===== config.mk =====
export PLATFORM = sky130hd
export DESIGN_NAME = pc_sequencer_flat
export DESIGN_NICKNAME = d
export VERILOG_FILES = /design/src/rtl/pc_sequencer_if.sv /design/src/rtl/pc_sequencer.sv /design/src/flat_wrapper.sv
export SDC_FILE = /design/constraint.sdc
export NUM_CORES = 1
export LEC_CHECK = 0
export ABC_AREA = 0
export BUFFER_PORTS_ARGS = -buffer_cell sky130_fd_sc_hd__buf_2
export CAP_MARGIN = 15
export CELL_PAD_IN_SITES_DETAIL_PLACEMENT = 0
export CELL_PAD_IN_SITES_GLOBAL_PLACEMENT = 1
export CORE_MARGIN = 2
export CORE_UTILIZATION = 31
export DETAILED_ROUTE_END_ITERATION = 10
export PLACE_DENSITY_LB_ADDON = 0.1
export SYNTH_ARGS = -nofsm -noshare
export SYNTH_HDL_FRONTEND = slang
export SYNTH_SLANG_ARGS = --single-unit

===== constraint.sdc =====
create_clock -name Clk -period 3.2 [get_ports Clk]
set_input_delay 0.48 -clock Clk [delete_from_list [all_inputs] [get_ports Clk]]
set_output_delay 0.48 -clock Clk [all_outputs]
set_load 0.01 [all_outputs]

===== src/rtl/pc_sequencer_if.sv =====
// Instruction/data memory handshake bundle between the sequencer and the memories.
// Handshake: a *_req stays high until the matching *_ack is seen with it in the same cycle; that cycle completes the transfer.
interface pc_sequencer_if;
  logic imem_req;
  logic imem_ack;
  logic ir_load;
  logic dmem_req;
  logic dmem_ack;

  modport master (
    output imem_req,
    output ir_load,
    output dmem_req,
    input  imem_ack,
    input  dmem_ack
  );

  modport slave (
    input  imem_req,
    input  ir_load,
    input  dmem_req,
    output imem_ack,
    output dmem_ack
  );
endinterface


===== src/rtl/pc_sequencer.sv =====
// Multi-cycle fetch/decode/execute/memory/writeback sequencer for the unpipelined core.
// Owns the PC register controls, computes the next PC and counts retired instructions.
module pc_sequencer #(
  parameter int unsigned        ADDR_W       = 32,
  parameter logic [ADDR_W-1:0]  RESET_VECTOR = '0
) (
  input  logic              Clk,
  input  logic              Rst,
  pc_sequencer_if.master    mem,
  input  logic [ADDR_W-1:0] pc_q,
  input  logic              is_jump,
  input  logic              is_branch,
  input  logic              is_load,
  input  logic              is_store,
  input  logic              is_halt,
  input  logic              branch_taken,
  input  logic [ADDR_W-1:0] jump_target,
  input  logic [ADDR_W-1:0] branch_offset,
  output logic              rf_we,
  output logic [ADDR_W-1:0] pc_in,
  output logic              pc_en,
  output logic              pc_jump,
  output logic              pc_branch,
  output logic              halted,
  output logic [2:0]        state,
  output logic [31:0]       retired
);

  localparam logic [2:0] S_INIT   = 3'd0;
  localparam logic [2:0] S_FETCH  = 3'd1;
  localparam logic [2:0] S_DECODE = 3'd2;
  localparam logic [2:0] S_EXEC   = 3'd3;
  localparam logic [2:0] S_MEM    = 3'd4;
  localparam logic [2:0] S_WB     = 3'd5;
  localparam logic [2:0] S_HALT   = 3'd6;

  localparam logic [ADDR_W-1:0] WORD = ADDR_W'(4);

  logic [2:0]        state_q;
  logic [2:0]        state_d;
  logic [ADDR_W-1:0] pc_seq;

  assign state  = state_q;
  assign pc_seq = pc_q + WORD;

  always_ff @(posedge Clk) begin
    if (Rst) state_q <= S_INIT;
    else     state_q <= state_d;
  end

  always_comb begin
    state_d = S_INIT;
    case (state_q)
      S_INIT:   state_d = S_FETCH;
      S_FETCH:  state_d = mem.imem_ack ? S_DECODE : S_FETCH;
      S_DECODE: state_d = S_EXEC;
      S_EXEC: begin
        if (is_halt)                   state_d = S_HALT;
        else if (is_jump || is_branch) state_d = S_FETCH;
        else if (is_load || is_store)  state_d = S_MEM;
        else                           state_d = S_WB;
      end
      S_MEM: begin
        if (!mem.dmem_ack) state_d = S_MEM;
        else if (is_load)  state_d = S_WB;
        else               state_d = S_FETCH;
      end
      S_WB:     state_d = S_FETCH;
      S_HALT:   state_d = S_HALT;
      default:  state_d = S_INIT;
    endcase
  end

  always_comb begin
    mem.imem_req  = 1'b0;
    mem.ir_load   = 1'b0;
    mem.dmem_req  = 1'b0;
    rf_we         = 1'b0;
    pc_in         = '0;
    pc_en         = 1'b0;
    pc_jump       = 1'b0;
    pc_branch     = 1'b0;
    halted        = 1'b0;
    case (state_q)
      S_INIT: begin
        pc_in   = RESET_VECTOR;
        pc_en   = 1'b1;
        pc_jump = 1'b1;
      end
      S_FETCH: begin
        mem.imem_req = 1'b1;
        // An instruction arriving in a reset cycle is discarded, not latched.
        mem.ir_load  = mem.imem_ack && !Rst;
      end
      S_EXEC: begin
        if (is_halt) begin
          pc_en = 1'b0;
        end else if (is_jump) begin
          pc_in   = jump_target;
          pc_en   = 1'b1;
          pc_jump = 1'b1;
        end else if (is_branch) begin
          pc_en     = 1'b1;
          pc_branch = branch_taken;
          pc_in     = branch_taken ? pc_seq + (branch_offset << 2) : pc_seq;
        end
      end
      S_MEM: begin
        mem.dmem_req = 1'b1;
        if (mem.dmem_ack && !is_load) begin
          pc_in = pc_seq;
          pc_en = 1'b1;
        end
      end
      S_WB: begin
        rf_we = 1'b1;
        pc_in = pc_seq;
        pc_en = 1'b1;
      end
      S_HALT:  halted = 1'b1;
      default: halted = 1'b0;
    endcase
  end

  // Every PC load outside INIT marks the end of one instruction.
  always_ff @(posedge Clk) begin
    if (Rst)                              retired <= '0;
    else if (pc_en && state_q != S_INIT)  retired <= retired + 32'd1;
  end

endmodule


===== src/flat_wrapper.sv =====
// flat-port wrapper written by rule: the top's interface ports become plain ports
module pc_sequencer_flat 
#(
  parameter int unsigned        ADDR_W       = 32,
  parameter logic [ADDR_W-1:0]  RESET_VECTOR = '0
)
  (Clk, Rst, pc_q, is_jump, is_branch, is_load, is_store, is_halt, branch_taken, jump_target, branch_offset, rf_we, pc_in, pc_en, pc_jump, pc_branch, halted, state, retired, mem_imem_req, mem_ir_load, mem_dmem_req, mem_imem_ack, mem_dmem_ack);
  pc_sequencer_if mem_i ();
  input  logic Clk;
  input  logic Rst;
  input  logic [ADDR_W-1:0] pc_q;
  input  logic is_jump;
  input  logic is_branch;
  input  logic is_load;
  input  logic is_store;
  input  logic is_halt;
  input  logic branch_taken;
  input  logic [ADDR_W-1:0] jump_target;
  input  logic [ADDR_W-1:0] branch_offset;
  output logic rf_we;
  output logic [ADDR_W-1:0] pc_in;
  output logic pc_en;
  output logic pc_jump;
  output logic pc_branch;
  output logic halted;
  output logic [2:0] state;
  output logic [31:0] retired;
  output wire logic [$bits(mem_i.imem_req)-1:0] mem_imem_req;
  output wire logic [$bits(mem_i.ir_load)-1:0] mem_ir_load;
  output wire logic [$bits(mem_i.dmem_req)-1:0] mem_dmem_req;
  input wire logic [$bits(mem_i.imem_ack)-1:0] mem_imem_ack;
  input wire logic [$bits(mem_i.dmem_ack)-1:0] mem_dmem_ack;
  assign mem_imem_req = mem_i.imem_req;
  assign mem_ir_load = mem_i.ir_load;
  assign mem_dmem_req = mem_i.dmem_req;
  assign mem_i.imem_ack = mem_imem_ack;
  assign mem_i.dmem_ack = mem_dmem_ack;
  pc_sequencer #(.ADDR_W(ADDR_W), .RESET_VECTOR(RESET_VECTOR)) u_core (.Clk(Clk), .Rst(Rst), .mem(mem_i), .pc_q(pc_q), .is_jump(is_jump), .is_branch(is_branch), .is_load(is_load), .is_store(is_store), .is_halt(is_halt), .branch_taken(branch_taken), .jump_target(jump_target), .branch_offset(branch_offset), .rf_we(rf_we), .pc_in(pc_in), .pc_en(pc_en), .pc_jump(pc_jump), .pc_branch(pc_branch), .halted(halted), .state(state), .retired(retired));
endmodule

### Word-level counts from Yosys, hierarchy flattened

Index checks and enable logic that the tools add are counted.

* output and inout port bits: 75
* flip-flop bits (word level): 35

* add/sub/neg operators: 3
* reductions and logical operators: 10
* equal/unequal tests: 6
* muxes and demuxes: 30

Operators by type and width (count)
* 32-bit 2-to-1 mux: 5
* 32-bit one-hot mux with 3 select lines: 1
* 32-bit by 1-bit adder with 32-bit output, second input constant: 1
* 32-bit by 3-bit adder with 32-bit output, second input constant: 1
* 32-bit adder: 1
* 3-bit one-hot mux with 6 select lines: 1
* 1-bit 2-to-1 mux: 16
* 3-bit 2-to-1 mux: 4
* 3-bit equality test, second input constant: 3
* 3-bit by 2-bit equality test with 1-bit output, second input constant: 2
* 3-bit by 1-bit equality test with 1-bit output, second input constant: 1
* 1-bit logical AND: 3
* 3-bit zero test: 1
* 1-bit one-hot mux with 3 select lines: 1
* 3-bit nonzero test: 1
* 1-bit zero test: 2
* 1-bit logical OR: 2
* 2-bit 2-to-1 mux: 1
* 1-bit one-hot mux with 2 select lines: 1
* 2-bit OR reduction: 1

### Depth between registers and ports, before layout

* depth after elaboration: 7
* gate-level depth with buffers: 15
* mapped depth without buffers: 15

### Worst setup path after synthesis

Ideal clock, no wire load.

* kind: input to output
* from: input port pc_q[8]
* to: output port pc_in[26]
* required time: 2.720 ns
* setup slack: -0.351 ns
* data arrival time: 3.071 ns
* stages on the path: 14
* path through: and4_1 > nand3_2 > nor2_1 > nand4_1 > xnor2_1 > ha_1 > a21o_1 > a21oi_1 > o221ai_1 > a32oi_1 > nand2b_1 > a211oi_2 > xor2_1 > o21ai_0

* longest elaborated chain between the ends: 7
* elaborated cells on any way between the ends: 8
* classes of those cells: 2 x add/sub; 6 x mux

RTL lines
* start: declaration: line flat_wrapper.sv:11 `input logic [ADDR_W-1:0] pc_q;`
* 32-bit by 3-bit adder with 32-bit output (*): line pc_sequencer.sv:44 `assign pc_seq = pc_q + WORD;`
* 32-bit adder: line pc_sequencer.sv:105 `pc_in = branch_taken ? pc_seq + (branch_offset << 2) : pc_seq;`
* 32-bit 2-to-1 mux: line pc_sequencer.sv:105
* 32-bit 2-to-1 mux: line pc_sequencer.sv:102 `end else if (is_branch) begin`
* 32-bit 2-to-1 mux: line pc_sequencer.sv:98 `end else if (is_jump) begin`
* 32-bit 2-to-1 mux: line pc_sequencer.sv:96 `if (is_halt) begin`
* 32-bit one-hot mux with 3 select lines (*): line pc_sequencer.sv:84 `case (state_q)`
* end: declaration: line flat_wrapper.sv:21 `output logic [ADDR_W-1:0] pc_in;`

Every way passes the cells marked *; elsewhere a longest branch is shown, timed or not.

### Worst setup path after layout

* from: input port pc_q[4]
* to: output port pc_in[31]

Same word-level chain as after synthesis.

==> results.sh <==
export IMPL_status="finished with violations"
export IMPL_violations="setup timing"
export IMPL_tns_ns=-9.57
export IMPL_tightest_slew_ns=0.745
export IMPL_grt_max_degree=37
export IMPL_end_kind="output port"
export IMPL_finalClockSkew_ns=0.00387
export IMPL_syn_cell_area_sq_um=4360
export IMPL_final_hold_viol_count=0
export IMPL_groute_usage_overall=0.220
export IMPL_synth_edf_count=0
export IMPL_synth_top_family_by_area="simple AND/OR/NAND/NOR gates"
export IMPL_reg2reg_to="u_core.retired[21]"
export IMPL_p_comb_frac=0.533
export IMPL_worst_slack_ns=-0.705
export IMPL_grt_pass1_vias=5570
export IMPL_switchingPower_mw=0.677
export IMPL_internal_power_mw=1.27
export IMPL_ant_nets=0
export IMPL_r2r_slack_ns=0.86
export IMPL_areaGrowthSynthToFinish_pct=82.6
export IMPL_cp_endpoint="pc_in[31]"
export IMPL_setup_viol=21
export IMPL_clockPowerShare=0.239
export IMPL_async_flop_share=0
export IMPL_period_needed_ns=3.91
export IMPL_ys_flop_type="dfxtp_1"
export IMPL_portBuffers=178
export IMPL_die_y_um=123
export IMPL_crit_top_cell="buf_6"
export IMPL_powerDensity_nw_per_um2=245
export IMPL_place_congestion=0.902
export IMPL_start_kind="input port"
export IMPL_avgSynthCellArea_sq_um=7.65
export IMPL_ys_types=74
export IMPL_drv_slew=0
export IMPL_fin_nets=1054
export IMPL_die_area_sq_um=15000
export IMPL_vias=5583
export IMPL_hp_class="flip-flop to flip-flop"
export IMPL_cts_max_level=2
export IMPL_numCtsBuffers=5
export IMPL_finalPower_mw=1.95
export IMPL_slew_headroom=0.503
export IMPL_muxShareOfSynthArea=0.00488
export IMPL_synth_seq_cells=35
export IMPL_drive_gt1_frac=0.558
export IMPL_yosys_warnings=0
export IMPL_synth_simple_gate_area_frac=0.282
export IMPL_required_ns=2.72
export IMPL_initial_core_util=0.315
export IMPL_grt_overflow=0
export IMPL_cts_reportedPaths_clkPinSlew_ns=0.05
export IMPL_rsz0062_at_grt="yes"
export IMPL_core_area_sq_um=13800
export IMPL_syn_inst=570
export IMPL_place_inst=1038
export IMPL_power_frac_seq=0.228
export IMPL_slowest_delay_ns=0.32
export IMPL_synth_adder_area_share=0.108
export IMPL_ir_drop_mv=0.227
export IMPL_reg2regPathDepth=8
export IMPL_post_route_util=0.576
export IMPL_drt_vias_per_instance=5.10
export IMPL_clock_path_buffers=2
export IMPL_cp_slowest_cell="xnor2_2"
export IMPL_rows=43
export IMPL_drc=0
export IMPL_dp_hpwl_um=12900
export IMPL_synth_xor_xnor_area_share=0.155
export IMPL_reg2reg_from="u_core.state[2]"
export IMPL_final_area_sq_um=7960
export IMPL_die_x_um=123
export IMPL_avgRoutedWirePerCell_um=15.9
export IMPL_drt_iter0_drc=206
export IMPL_io_pins=181
export IMPL_grt_antenna_before_repair=2
export IMPL_synth_fp_nets=713
export IMPL_cp_data_arrival_time_ns=3.43
export IMPL_cts_tree="done"
export IMPL_grt_pass1_wl_um=26800
export IMPL_synthTopCellsByArea="dfxtp_1, ha_1, xor2_1, xnor2_1, nor2_1"
export IMPL_instances_no_fill=1094
export IMPL_synth_compound_area_frac=0.256
export IMPL_max_freq_mhz=256
export IMPL_routed_wirelength_um=17400
export IMPL_leakage_nw=3.66
export IMPL_hold_ws_ns=0.501
export IMPL_critPathLaunch="pc_q[4]"
export IMPL_critPathMaxFanout=5
export IMPL_min_period_over_period=1.22
export IMPL_max_cap_viol_count=0
export IMPL_synth_top_area_share=0.161
export IMPL_p_sw_frac=0.348
export IMPL_cts_root_buf="clkbuf_16"
export IMPL_place_area_sq_um=6520
export IMPL_holdBufCountCts=0
export IMPL_path_cells="buf_6, and4_4, nand2_4, nor3_4, buf_6, nand4_1, xnor2_2, ha_1, a21oi_1, o21ai_1, nand3_1, o31a_1, o311ai_4, and3_4, o21ba_4, o21ai_2, buf_6"
export IMPL_ys_seq_area_frac=0.161
export IMPL_cts_sinks=35
export IMPL_synth_top_cell_by_area="dfxtp_1"
export IMPL_crit_type="input port to output port"
export IMPL_clk_latency_ns=0.28
export IMPL_pre_cts_slack_ns=-0.864
export IMPL_dr_pass1_iters=4
==> synthesized netlist by cell type, drive strengths merged (3+ instances only) <==
cell / count
nor3: 15
a211oi: 5
nand4: 18
nor3b: 4
nand3: 34
xnor2: 35
and4: 7
or3: 5
a21o: 10
xor2: 42
ha: 36
clkbuf: 17
o211ai: 4
nor4: 3
and3: 13
o21ai: 45
o311ai: 3
nand2: 38
buf: 6
o31a: 3
nor2: 58
a22oi: 24
a21oi: 36
o21a: 3
inv: 14
nor2b: 7
nand2b: 3
a31oi: 4
o221ai: 3
and2: 4
nand3b: 3
dfxtp: 35
a221o: 3
==> power by group through the flow <==
stage               combinational [mW]  sequential, mW  clock (mW)
global placement                 0.734           0.452           0
CTS                              0.913           0.443       0.477
finish                            1.04           0.443       0.466
floorplan                        0.384           0.454           0
detailed placement               0.737           0.452           0
global route                      1.11           0.443       0.492
==> worst min path at each step <==
| stage | startpoint | end | slack [ns] | cells after the start |
|---|---|---|---|---|
| finish | u_core.retired[5] | u_core.retired[5] | 0.50 | 2 |
| CTS | u_core.retired[5] | u_core.retired[5] | 0.51 | 2 |
| detailed placement | u_core.retired[5] | u_core.retired[5] | 0.50 | 2 |
| global route | u_core.retired[31] | u_core.retired[31] | 0.53 | 2 |
| floorplan | u_core.retired[5] | u_core.retired[5] | 0.51 | 2 |
| global placement | u_core.retired[5] | u_core.retired[5] | 0.48 | 2 |
==> layout by cell type, fill, tap and decap left out, types with 5 or more instances in the layout <==
cell type and n:
nor3_1 11, buf_4 164, nand2_1 33, ha_4 14, inv_1 14, a21oi_1 19
a22oi_1 24, or3_1 5, ha_1 21, a21o_1 10, nand3_1 25, xor2_2 8
nand3_4 7, xnor2_1 18, o21ai_0 14, nand4_1 17, xor2_1 32, clkbuf_16 5
buf_6 23, buf_2 167, dfxtp_1 35, o21ai_2 14, xnor2_2 13, a21oi_2 14
and3_1 11, o21ai_1 15, nor2_1 50
==> layer usage <==
metal | vias up | part of all wire | global-route usage
met4 | 0 | 0.028 | 0.0797
met5 | - | 0 | 0
li1 | 2781 | - | -
met2 | 148 | 0.50 | 0.391
met3 | 30 | 0.043 | 0.0256
met1 | 2624 | 0.43 | 0.273
==> cells by family (layout without fill, tap and decap cells) <==
group,Yosys count,in the layout
adders and majority gates,37,37
AOI/OAI and AO/OA,162,162
DFF,35,35
buffers and inverters,37,379
xor gates and xnor gates,77,77
and+or+nand+nor,220,220
other,0,2
muxes,2,2
==> worst max-delay path, delay by kind of cell <==
family          cells  cell delay, ns
compound gates      6            1.00
buf+inv             3            0.34
simple gates        6            0.97
xor+xnor            1            0.32
fa+ha+maj           1            0.31
==> layout make-up <==
cell class	instances	area, sq um
inverters	14	52.6
fillers	1286	5870
repair buffers	357	2380
flip-flops and latches	35	701
clock buffers	6	129
clock inverters	2	12.5
diodes	2	5.00
multi-input cells	498	4450
well taps	180	225
==> state kept, by name (all words and copies together) (netlist names) <==
name,flops
u_core.retired,32
u_core.state,3
==> what timing repair did <==
action / 4_1_cts / 5_1_grt
buffers inserted: 31 / 17
endpoints found under the setup margin: 24 / 24
pin swaps: 76 / 65
resized for setup: 112 / 59
cloned: 0 / 0
Note: power is estimated with default switching activity, not from simulation.
